[src/rtl/soc_mem_loader_if.sv]
// Byte-stream input and memory write-port bundle for the program loader.
// slave = the loader itself, master = whatever feeds the stream and watches the RAM port.
interface soc_mem_loader_if #(
    parameter int NUM_CH     = 2,
    parameter int ADDR_WIDTH = 16,
    parameter int DATA_WIDTH = 32
);
    localparam int NB  = DATA_WIDTH / 8;
    localparam int LB  = $clog2(NB);
    localparam int MAW = ADDR_WIDTH - LB;

    logic                  in_valid;
    logic [7:0]            in_data;
    logic                  in_ready;
    logic                  abort;
    logic [NUM_CH-1:0]     mem_we;
    logic [MAW-1:0]        mem_addr;
    logic [DATA_WIDTH-1:0] mem_wdata;
    logic [NB-1:0]         mem_be;
    logic                  busy;
    logic                  done;
    logic                  err;

    modport master (
        output in_valid, in_data, abort,
        input  in_ready, mem_we, mem_addr, mem_wdata, mem_be, busy, done, err
    );

    modport slave (
        input  in_valid, in_data, abort,
        output in_ready, mem_we, mem_addr, mem_wdata, mem_be, busy, done, err
    );
endinterface

[src/rtl/soc_mem_loader.sv]
// Framed byte-stream loader writing little-endian words into NUM_CH byte-lane RAMs.
// Define LOADER_CHECKSUM_EN to require a trailing 8-bit payload checksum byte.
//
// state  | meaning
// S_IDLE | waiting for a command byte
// S_ADDR | collecting 4 LE start-address bytes
// S_LEN  | collecting 4 LE payload-length bytes
// S_DATA | payload bytes, words handed to the write port
// S_CSUM | waiting for the checksum byte (LOADER_CHECKSUM_EN only)
module soc_mem_loader #(
    parameter int NUM_CH     = 2,
    parameter int ADDR_WIDTH = 16,
    parameter int DATA_WIDTH = 32
) (
    input  logic             clk,
    input  logic             reset,
    soc_mem_loader_if.slave  bus
);
    localparam int NB  = DATA_WIDTH / 8;
    localparam int LB  = $clog2(NB);
    localparam int LW  = (LB > 0) ? LB : 1;
    localparam int MAW = ADDR_WIDTH - LB;
    localparam int CHW = (NUM_CH > 1) ? $clog2(NUM_CH) : 1;

    typedef enum logic [2:0] {S_IDLE, S_ADDR, S_LEN, S_DATA, S_CSUM} state_t;

    state_t                state_q, state_d;
    logic [1:0]            cnt_q, cnt_d;
    logic [CHW-1:0]        ch_q, ch_d;
    logic [31:0]           hdr_q, hdr_d;
    logic [ADDR_WIDTH-1:0] addr_q, addr_d;
    logic [31:0]           len_q, len_d;
    logic [DATA_WIDTH-1:0] acc_q, acc_d;
    logic [NB-1:0]         acc_be_q, acc_be_d;
    logic [7:0]            csum_q, csum_d;
    logic [NUM_CH-1:0]     we_q, we_d;
    logic [MAW-1:0]        waddr_q, waddr_d;
    logic [DATA_WIDTH-1:0] wdata_q, wdata_d;
    logic [NB-1:0]         be_q, be_d;
    logic                  done_q, done_d;
    logic                  err_q, err_d;

    logic                  cmd_ok;
    logic [LW-1:0]         lane;
    logic [31:0]           hdr_next;
    logic [DATA_WIDTH-1:0] acc_merged;
    logic [NB-1:0]         be_merged;

    assign bus.in_ready  = !bus.abort;
    assign bus.mem_we    = we_q;
    assign bus.mem_addr  = waddr_q;
    assign bus.mem_wdata = wdata_q;
    assign bus.mem_be    = be_q;
    assign bus.busy      = (state_q != S_IDLE);
    assign bus.done      = done_q;
    assign bus.err       = err_q;

    assign cmd_ok   = (bus.in_data[7:4] == 4'hC) && (int'(bus.in_data[3:0]) < NUM_CH);
    assign lane     = (LB > 0) ? addr_q[LW-1:0] : '0;
    assign hdr_next = {bus.in_data, hdr_q[31:8]};

    always_comb begin
        acc_merged                = acc_q;
        be_merged                 = acc_be_q;
        acc_merged[8*lane +: 8]   = bus.in_data;
        be_merged[lane]           = 1'b1;
    end

    always_comb begin
        state_d  = state_q;
        cnt_d    = cnt_q;
        ch_d     = ch_q;
        hdr_d    = hdr_q;
        addr_d   = addr_q;
        len_d    = len_q;
        acc_d    = acc_q;
        acc_be_d = acc_be_q;
        csum_d   = csum_q;
        we_d     = '0;
        waddr_d  = waddr_q;
        wdata_d  = wdata_q;
        be_d     = be_q;
        done_d   = 1'b0;
        err_d    = 1'b0;

        if (bus.abort) begin
            // Abort drops the partial word silently; no write, no status pulse.
            state_d  = S_IDLE;
            acc_d    = '0;
            acc_be_d = '0;
        end else if (bus.in_valid) begin
            unique case (state_q)
                S_IDLE: begin
                    if (cmd_ok) begin
                        state_d  = S_ADDR;
                        ch_d     = CHW'(bus.in_data[3:0]);
                        cnt_d    = 2'd0;
                        acc_d    = '0;
                        acc_be_d = '0;
                        csum_d   = 8'd0;
                    end else begin
                        err_d = 1'b1;
                    end
                end
                S_ADDR: begin
                    hdr_d = hdr_next;
                    cnt_d = cnt_q + 2'd1;
                    if (cnt_q == 2'd3) begin
                        addr_d  = hdr_next[ADDR_WIDTH-1:0];
                        state_d = S_LEN;
                    end
                end
                S_LEN: begin
                    hdr_d = hdr_next;
                    cnt_d = cnt_q + 2'd1;
                    if (cnt_q == 2'd3) begin
                        len_d = hdr_next;
                        if (hdr_next == 32'd0) begin
`ifdef LOADER_CHECKSUM_EN
                            state_d = S_CSUM;
`else
                            state_d = S_IDLE;
                            done_d  = 1'b1;
`endif
                        end else begin
                            state_d = S_DATA;
                        end
                    end
                end
                S_DATA: begin
                    addr_d   = addr_q + 1'b1;
                    len_d    = len_q - 32'd1;
                    csum_d   = csum_q + bus.in_data;
                    acc_d    = acc_merged;
                    acc_be_d = be_merged;
                    // Hand the word off and clear the accumulator in the same cycle, so no stall.
                    if (lane == LW'(NB - 1) || len_q == 32'd1) begin
                        we_d[ch_q] = 1'b1;
                        waddr_d    = MAW'(addr_q >> LB);
                        wdata_d    = acc_merged;
                        be_d       = be_merged;
                        acc_d      = '0;
                        acc_be_d   = '0;
                    end
                    if (len_q == 32'd1) begin
`ifdef LOADER_CHECKSUM_EN
                        state_d = S_CSUM;
`else
                        state_d = S_IDLE;
                        done_d  = 1'b1;
`endif
                    end
                end
`ifdef LOADER_CHECKSUM_EN
                S_CSUM: begin
                    state_d = S_IDLE;
                    if (bus.in_data == csum_q) begin
                        done_d = 1'b1;
                    end else begin
                        err_d = 1'b1;
                    end
                end
`endif
                default: state_d = S_IDLE;
            endcase
        end
    end

    always_ff @(posedge clk or posedge reset) begin
        if (reset) begin
            state_q  <= S_IDLE;
            cnt_q    <= '0;
            ch_q     <= '0;
            hdr_q    <= '0;
            addr_q   <= '0;
            len_q    <= '0;
            acc_q    <= '0;
            acc_be_q <= '0;
            csum_q   <= '0;
            we_q     <= '0;
            waddr_q  <= '0;
            wdata_q  <= '0;
            be_q     <= '0;
            done_q   <= 1'b0;
            err_q    <= 1'b0;
        end else begin
            state_q  <= state_d;
            cnt_q    <= cnt_d;
            ch_q     <= ch_d;
            hdr_q    <= hdr_d;
            addr_q   <= addr_d;
            len_q    <= len_d;
            acc_q    <= acc_d;
            acc_be_q <= acc_be_d;
            csum_q   <= csum_d;
            we_q     <= we_d;
            waddr_q  <= waddr_d;
            wdata_q  <= wdata_d;
            be_q     <= be_d;
            done_q   <= done_d;
            err_q    <= err_d;
        end
    end
endmodule
[src/flat_wrapper.sv]
// flat-port wrapper written by rule: the top's interface ports become plain ports
module soc_mem_loader_flat 
#(
    parameter int NUM_CH     = 2,
    parameter int ADDR_WIDTH = 16,
    parameter int DATA_WIDTH = 32
)
  (clk, reset, bus_in_valid, bus_in_data, bus_abort, bus_in_ready, bus_mem_we, bus_mem_addr, bus_mem_wdata, bus_mem_be, bus_busy, bus_done, bus_err);
  soc_mem_loader_if #(.NUM_CH(NUM_CH), .ADDR_WIDTH(ADDR_WIDTH), .DATA_WIDTH(DATA_WIDTH)) bus_i ();
  input  logic clk;
  input  logic reset;
  input wire logic [$bits(bus_i.in_valid)-1:0] bus_in_valid;
  input wire logic [$bits(bus_i.in_data)-1:0] bus_in_data;
  input wire logic [$bits(bus_i.abort)-1:0] bus_abort;
  output wire logic [$bits(bus_i.in_ready)-1:0] bus_in_ready;
  output wire logic [$bits(bus_i.mem_we)-1:0] bus_mem_we;
  output wire logic [$bits(bus_i.mem_addr)-1:0] bus_mem_addr;
  output wire logic [$bits(bus_i.mem_wdata)-1:0] bus_mem_wdata;
  output wire logic [$bits(bus_i.mem_be)-1:0] bus_mem_be;
  output wire logic [$bits(bus_i.busy)-1:0] bus_busy;
  output wire logic [$bits(bus_i.done)-1:0] bus_done;
  output wire logic [$bits(bus_i.err)-1:0] bus_err;
  assign bus_i.in_valid = bus_in_valid;
  assign bus_i.in_data = bus_in_data;
  assign bus_i.abort = bus_abort;
  assign bus_in_ready = bus_i.in_ready;
  assign bus_mem_we = bus_i.mem_we;
  assign bus_mem_addr = bus_i.mem_addr;
  assign bus_mem_wdata = bus_i.mem_wdata;
  assign bus_mem_be = bus_i.mem_be;
  assign bus_busy = bus_i.busy;
  assign bus_done = bus_i.done;
  assign bus_err = bus_i.err;
  soc_mem_loader #(.NUM_CH(NUM_CH), .ADDR_WIDTH(ADDR_WIDTH), .DATA_WIDTH(DATA_WIDTH)) u_core (.clk(clk), .reset(reset), .bus(bus_i));
endmodule
[config.mk]
export PLATFORM = sky130hd
export DESIGN_NAME = soc_mem_loader_flat
export DESIGN_NICKNAME = d
export VERILOG_FILES = /design/src/rtl/soc_mem_loader_if.sv /design/src/rtl/soc_mem_loader.sv /design/src/flat_wrapper.sv
export SDC_FILE = /design/constraint.sdc
export NUM_CORES = 1
export LEC_CHECK = 0
export CORE_MARGIN = 2
export CORE_UTILIZATION = 35
export DETAILED_ROUTE_END_ITERATION = 16
export GPL_ROUTABILITY_DRIVEN = 1
export SLEW_MARGIN = 5
export SYNTH_ARGS = -nofsm -noshare
export SYNTH_HDL_FRONTEND = slang
export SYNTH_SLANG_ARGS = --single-unit
[constraint.sdc]
create_clock -name clk -period 7.85 [get_ports clk]
set_input_delay 1.57 -clock clk [delete_from_list [all_inputs] [get_ports clk]]
set_output_delay 1.57 -clock clk [all_outputs]
set_load 0.02 [all_outputs]
**Word level (Yosys, flattened, before mapping)**

Cells that the tools add are included.

- Reductions and logical operators: 22
- Bitwise gates (word level): 2
- Magnitude comparators: 5
- Muxes and demuxes: 43
- Div/mod/pow operators: 0
- Equal/unequal tests: 14
- Shift-type cells: 2
- Add/subtract/negate cells: 4
- Multipliers: 0

Operators with widths:

| operator | number |
|---|---|
| 32-bit 2-to-1 mux | 5 |
| 32-bit case mux with 2 select lines | 2 |
| 5-bit negation with 34-bit output | 1 |
| 8-bit by 34-bit variable shift with 32-bit output, first input constant | 1 |
| 8-bit by 34-bit variable part select with 32-bit output | 1 |
| 32-bit bitwise mux | 1 |
| 32-bit by 1-bit == test with 1-bit output, second input constant | 1 |
| 32-bit zero test | 1 |
| 16-bit case mux with 2 select lines | 1 |
| 32-bit by 1-bit subtractor with 32-bit output, second input constant | 1 |
| 4-bit AND reduction | 5 |
| 3-bit 2-to-1 mux | 6 |
| 16-bit by 1-bit adder with 16-bit output, second input constant | 1 |
| 16-bit 2-to-1 mux | 1 |
| 4-bit 2-to-1 mux | 4 |
| 2-bit 2-to-1 mux | 6 |
| 3-bit by 2-bit != test with 1-bit output, second input constant | 4 |
| 3-bit case mux with 4 select lines | 1 |
| 1-bit 2-to-1 mux | 11 |
| 4-bit case mux with 2 select lines | 1 |
| 2-bit nonzero test | 4 |
| 3-bit by 2-bit == test with 1-bit output, second input constant | 2 |
| 2-bit by 1-bit != test with 1-bit output, second input constant | 3 |
| 3-bit AND reduction | 2 |
| other kinds (22) | 26 |

- Memories: 0
- Output and inout port bits: 56
- Bits in latches: 0
- Register bits: 176
- Logic and storage cells: 106
- Memory bits (writable): 0
- Memory bits (read-only): 0

**Depth between registers and ports, before layout**

- Depth after elaboration: 9
- Depth in mapped cells: 10
- Depth with buffers taken out: 8

**Worst setup path before layout**

No wires, ideal clock.

- Path kind: input to register
- Start point: in bus_in_data[5]
- End point: reg u_core.acc_q[17]
- Setup slack: 4.184 ns
- Required time: 7.784 ns
- Cell stages on the path: 7
- Setup time: 0.066 ns
- Arrival time: 3.600 ns
- Path through: or3_1 > or4_4 > o21ai_4 > nor4b_4 > and2_1 > buf_4 > a22o_1

- Longest elaborated chain between the ends: 6
- Elaborated cells between the ends (all ways): 10
- Those cells by class: 2 x eq/ne; 1 x shift; 5 x mux; 2 x reduce/logical

RTL lines:

| what | RTL line | text |
|---|---|---|
| start, declared | flat_wrapper.sv:13 | `input wire logic [$bits(bus_i.in_data)-1:0] bus_in_data;` |
| 8-bit by 34-bit variable part select with 32-bit output | soc_mem_loader.sv:65 | `acc_merged[8*lane +: 8] = bus.in_data;` |
| 32-bit bitwise mux | soc_mem_loader.sv:65 |  |
| 32-bit 2-to-1 mux | soc_mem_loader.sv:137 | `if (lane == LW'(NB - 1) \|\| len_q == 32'd1) begin` |
| 32-bit case mux with 2 select lines | soc_mem_loader.sv:92 | `unique case (state_q)` |
| 32-bit 2-to-1 mux | soc_mem_loader.sv:91 | `end else if (bus.in_valid) begin` |
| 32-bit 2-to-1 mux | soc_mem_loader.sv:86 | `if (bus.abort) begin` |
| end signal, assigned | soc_mem_loader.sv:177 | `acc_q <= '0;` |
| end signal, assigned | soc_mem_loader.sv:193 | `acc_q <= acc_d;` |
| end, declared | soc_mem_loader.sv:33 | `logic [DATA_WIDTH-1:0] acc_q, acc_d;` |

Several ways; a longest one is shown, not always the timed one. The select of a mux whose other input is x is not followed.
A chain may end at the register's enable or synchronous reset.

**Final worst setup path**

- Start point: in bus_abort
- End point: out bus_in_ready

- Longest elaborated chain between the ends: 1

RTL lines:

| what | RTL line | text |
|---|---|---|
| start, declared | flat_wrapper.sv:14 | `input wire logic [$bits(bus_i.abort)-1:0] bus_abort;` |
| 1-bit zero test | soc_mem_loader.sv:49 | `assign bus.in_ready = !bus.abort;` |
| end, declared | flat_wrapper.sv:15 | `output wire logic [$bits(bus_i.in_ready)-1:0] bus_in_ready;` |

Every way passes these cells.

==> flow_metrics.tcl <==
set metrics [dict create \
    crit_buf_inv 3 \
    pwr-share-seq_pct 49.4 \
    cp_top_family "buffers and inverters" \
    avgSynthCellArea_um2 9.97 \
    skew_ns 0.0119 \
    synthFlopType "dfrtp_1" \
    clock_sinks 167 \
    end_kind "output port" \
    die-area_um2 24900 \
    most-common-layout-cells "dfrtp_1, nand2_1, a21oi_1, o21ai_0, clkdlybuf4s50_1" \
    endpoint "bus_in_ready" \
    tightest_slew_ns 1.12 \
    cts_setup_buffers 0 \
    internal_power_mw 1.37 \
    finalCritPeriodShare_pct 57.0 \
    path_max_fanout 8 \
    slowest_stage "clkdlybuf4s50_1" \
    num_rows 56 \
    instances_no_fill 1198 \
    synth_fp_nets 857 \
    grt_pass1_vias 6123 \
    clkTransAtPathRegs_ns 0.07 \
    critical_path_depth 3 \
    vias_per_cell 5.37 \
    holdBufCountCts 0 \
    clkLatencyLatePin_ns 0.43 \
    cts-root-buf "clkbuf_16" \
    cts-resized-gates 0 \
    fmax_ghz 0.223 \
    irDropWorstVdd_uv 156 \
    syn-cell-area_um2 8270 \
    clockBufferDepth 2 \
    power_switching_mw 0.432 \
    cts_tree "yes" \
    p_per_area_nw_per_um2 185 \
    rsz0062_at_grt "no" \
    fp.coreArea_um2 23300 \
    gr-total-overflow 0 \
    pwr-share-comb_pct 4.5 \
    die_width_um 158 \
    hold_slack_ns 0.442 \
    gp_congestion 0.813 \
    dpl.hpwl_um 13100 \
    synth-edff-count 0 \
    synthDistinctLibCells 53 \
    port_buffers 67 \
    r2r_slack_ns 4.72 \
    synth-warning-count 0 \
    startpoint "bus_abort" \
    first_iter_violations 471 \
    numCtsBuffers 17 \
    routed_wl_um 20600 \
    area_growth_pct 17.7 \
    grt_start_max_net_pins 100 \
    antenna_found_initial 0 \
    outcome "finished clean" \
    switching_share_pct 24.0 \
    cp.required_ns 6.28 \
    fin_nets 893 \
    firstDrtPassIters 5 \
    final_common_cell "dfrtp_1" \
    htree_levels 4 \
    crit_chain "clkdlybuf4s50_1 -> inv_1 -> clkdlybuf4s50_1" \
    wire_per_inst_um 17.2 \
    relSlewSlack_pct 24.9 \
    fin_area_um2 9740 \
    dp_cells 1166 \
    cp-start-kind "input pin" \
    via_count 6430 \
    r2r_start "u_core.len_q[7]" \
    final_hold_viol_count 0 \
    grt_pass1_wl_um 33900 \
    cpPeakStageDelay_ns 0.61 \
    die_height_um 158 \
    track_usage_pct 17.4 \
    criticalPathCategory "input pin to output port" \
    postSynth.asyncResetShare_pct 100 \
    placed_cell_area_um2 9160 \
    layout-drive-gt1-share_pct 11.0 \
    worstHoldPathType "flop to flop" \
    regToRegEndpoint "u_core.bus.mem_addr[9]" \
    drv_cap 0 \
    pwr-share-clk_pct 46.2 \
    worstPathArrival_ns 2.91 \
    yosysSeqAreaShare_pct 50.5 \
    syn-instance-count 830 \
    insertedDiodeCount 0 \
    ios 68 \
    ys_ff_latch 167 \
    antenna_left 0 \
    min_period_ns 4.48 \
    drc 0 \
    start_util_pct 35.5 \
    maxSlewViolCount 0 \
    setup_viol 0 \
    fin_setup_tns_ns 0 \
    leakagePower_nw 4.21 \
    cpMostUsedCell "clkdlybuf4s50_1" \
    reg2regPathDepth 6 \
]
worst register-to-register path, delay by kind of cell, from the launching register on:
family / cells / cell delay, ns
AND/OR/NAND/NOR: 3 / 1.67
flip-flops: 1 / 0.43
multiplexers: 1 / 0.41
buffers and inverters: 1 / 0.41
AO/OA/AOI/OAI: 1 / 0.09
Yosys cell counts (2+ instances only):
library cell	count	area, um^2
dfrtp_1	167	4180
a21oi_1	86	430
nand2_1	86	323
o21ai_0	72	360
nor2_1	52	195
clkbuf_1	42	158
nor2b_1	36	225
mux2_2	25	282
a22o_1	19	166
inv_1	18	67.6
a32o_1	16	160
a31oi_1	15	93.8
ha_1	15	188
nor3_1	15	75.1
mux2_4	14	210
nand3_1	14	70.1
o22a_1	14	123
nor4_1	12	75.1
o22ai_1	11	68.8
or3_1	9	56.3
a2bb2oi_1	8	70.1
o21a_1	7	52.6
and2_1	6	37.5
nand4_1	6	37.5
buf_1	5	18.8
buf_6	5	56.3
or4_1	5	37.5
buf_4	4	30.0
nand2b_1	4	25.0
and3_1	3	18.8
buf_2	3	15.0
mux2i_1	3	30.0
o21ai_4	3	48.8
or2_2	3	18.8
or4_4	3	33.8
a41o_1	2	20.0
nor3b_1	2	15.0
o21ai_2	2	17.5
o31ai_1	2	15.0
o32ai_1	2	17.5
o41ai_1	2	17.5
final cells by class:
cell class,instances,area [um^2]
fillers,2215,13600
flip-flops and latches,167,4180
multi-input cells,586,3770
repair buffers,76,738
clock buffers,18,429
well taps,319,399
clock inverters,14,151
inverters,18,72.6
power by group through the flow:
stage | clock (mW) | sequential (mW) | combinational [mW]
CTS | 0.849 | 0.889 | 0.0822
detailed placement | 0 | 0.906 | 0.0818
global route | 0.889 | 0.891 | 0.0909
finish | 0.832 | 0.890 | 0.0804
floorplan | 0 | 0.897 | 0.0540
global placement | 0 | 0.905 | 0.0811
registers in the layout (all words and copies together), names as in the netlist, 4 cells and up:
signal                flops
u_core.acc_be_q           4
u_core.acc_q             32
u_core.addr_q            16
u_core.bus.mem_addr      14
u_core.bus.mem_be         4
u_core.bus.mem_wdata     32
u_core.hdr_q             24
u_core.len_q             32
kinds of logic (layout without fill, tap and decap cells):
family,Yosys count,in the layout,share of synthesized area (%)
adders and majority gates,15,15,2.27
and+or+nand+nor,261,261,15.8
AOI/OAI and AO/OA,268,268,20.9
DFF,167,167,50.5
muxes,42,42,6.31
buffers and inverters,77,126,4.17
worst min-delay path by stage:
stage | from | end | slack (ns) | depth (start not counted)
final | u_core.ch_q | u_core.bus.mem_we[0] | 0.44 | 1
after CTS | u_core.ch_q | u_core.bus.mem_we[0] | 0.44 | 1
after global routing | u_core.ch_q | u_core.bus.mem_we[0] | 0.47 | 1
after global placement | u_core.ch_q | u_core.bus.mem_we[0] | 0.44 | 1
after detailed placement | u_core.ch_q | u_core.bus.mem_we[0] | 0.43 | 1
after floorplan | u_core.ch_q | u_core.bus.mem_we[0] | 0.42 | 1
layer usage:
metal	wire, um	global-route usage (%)	vias to the layer above
met1	10300	26.0	3172
met3	933	3.67	18
met4	259	5.41	0
li1	-	-	3088
met2	9120	25.2	152
met5	0	0	-
stage by stage:
| stage | power [mW] | utilization (%) | setup WS, ns |
|---|---|---|---|
| 2_1_floorplan | 0.951 | - | 1.76 |
| 3_3_place_gp | 0.987 | 39.2 | 3.06 |
| 3_5_place_dp | 0.987 | 39.2 | 3.04 |
| 4_1_cts | 1.82 | 41.7 | 3.38 |
| 5_1_grt | 1.87 | 41.7 | 3.27 |
| 6_report | 1.80 | 41.7 | 3.37 |
(Power assumes the default switching activity.)
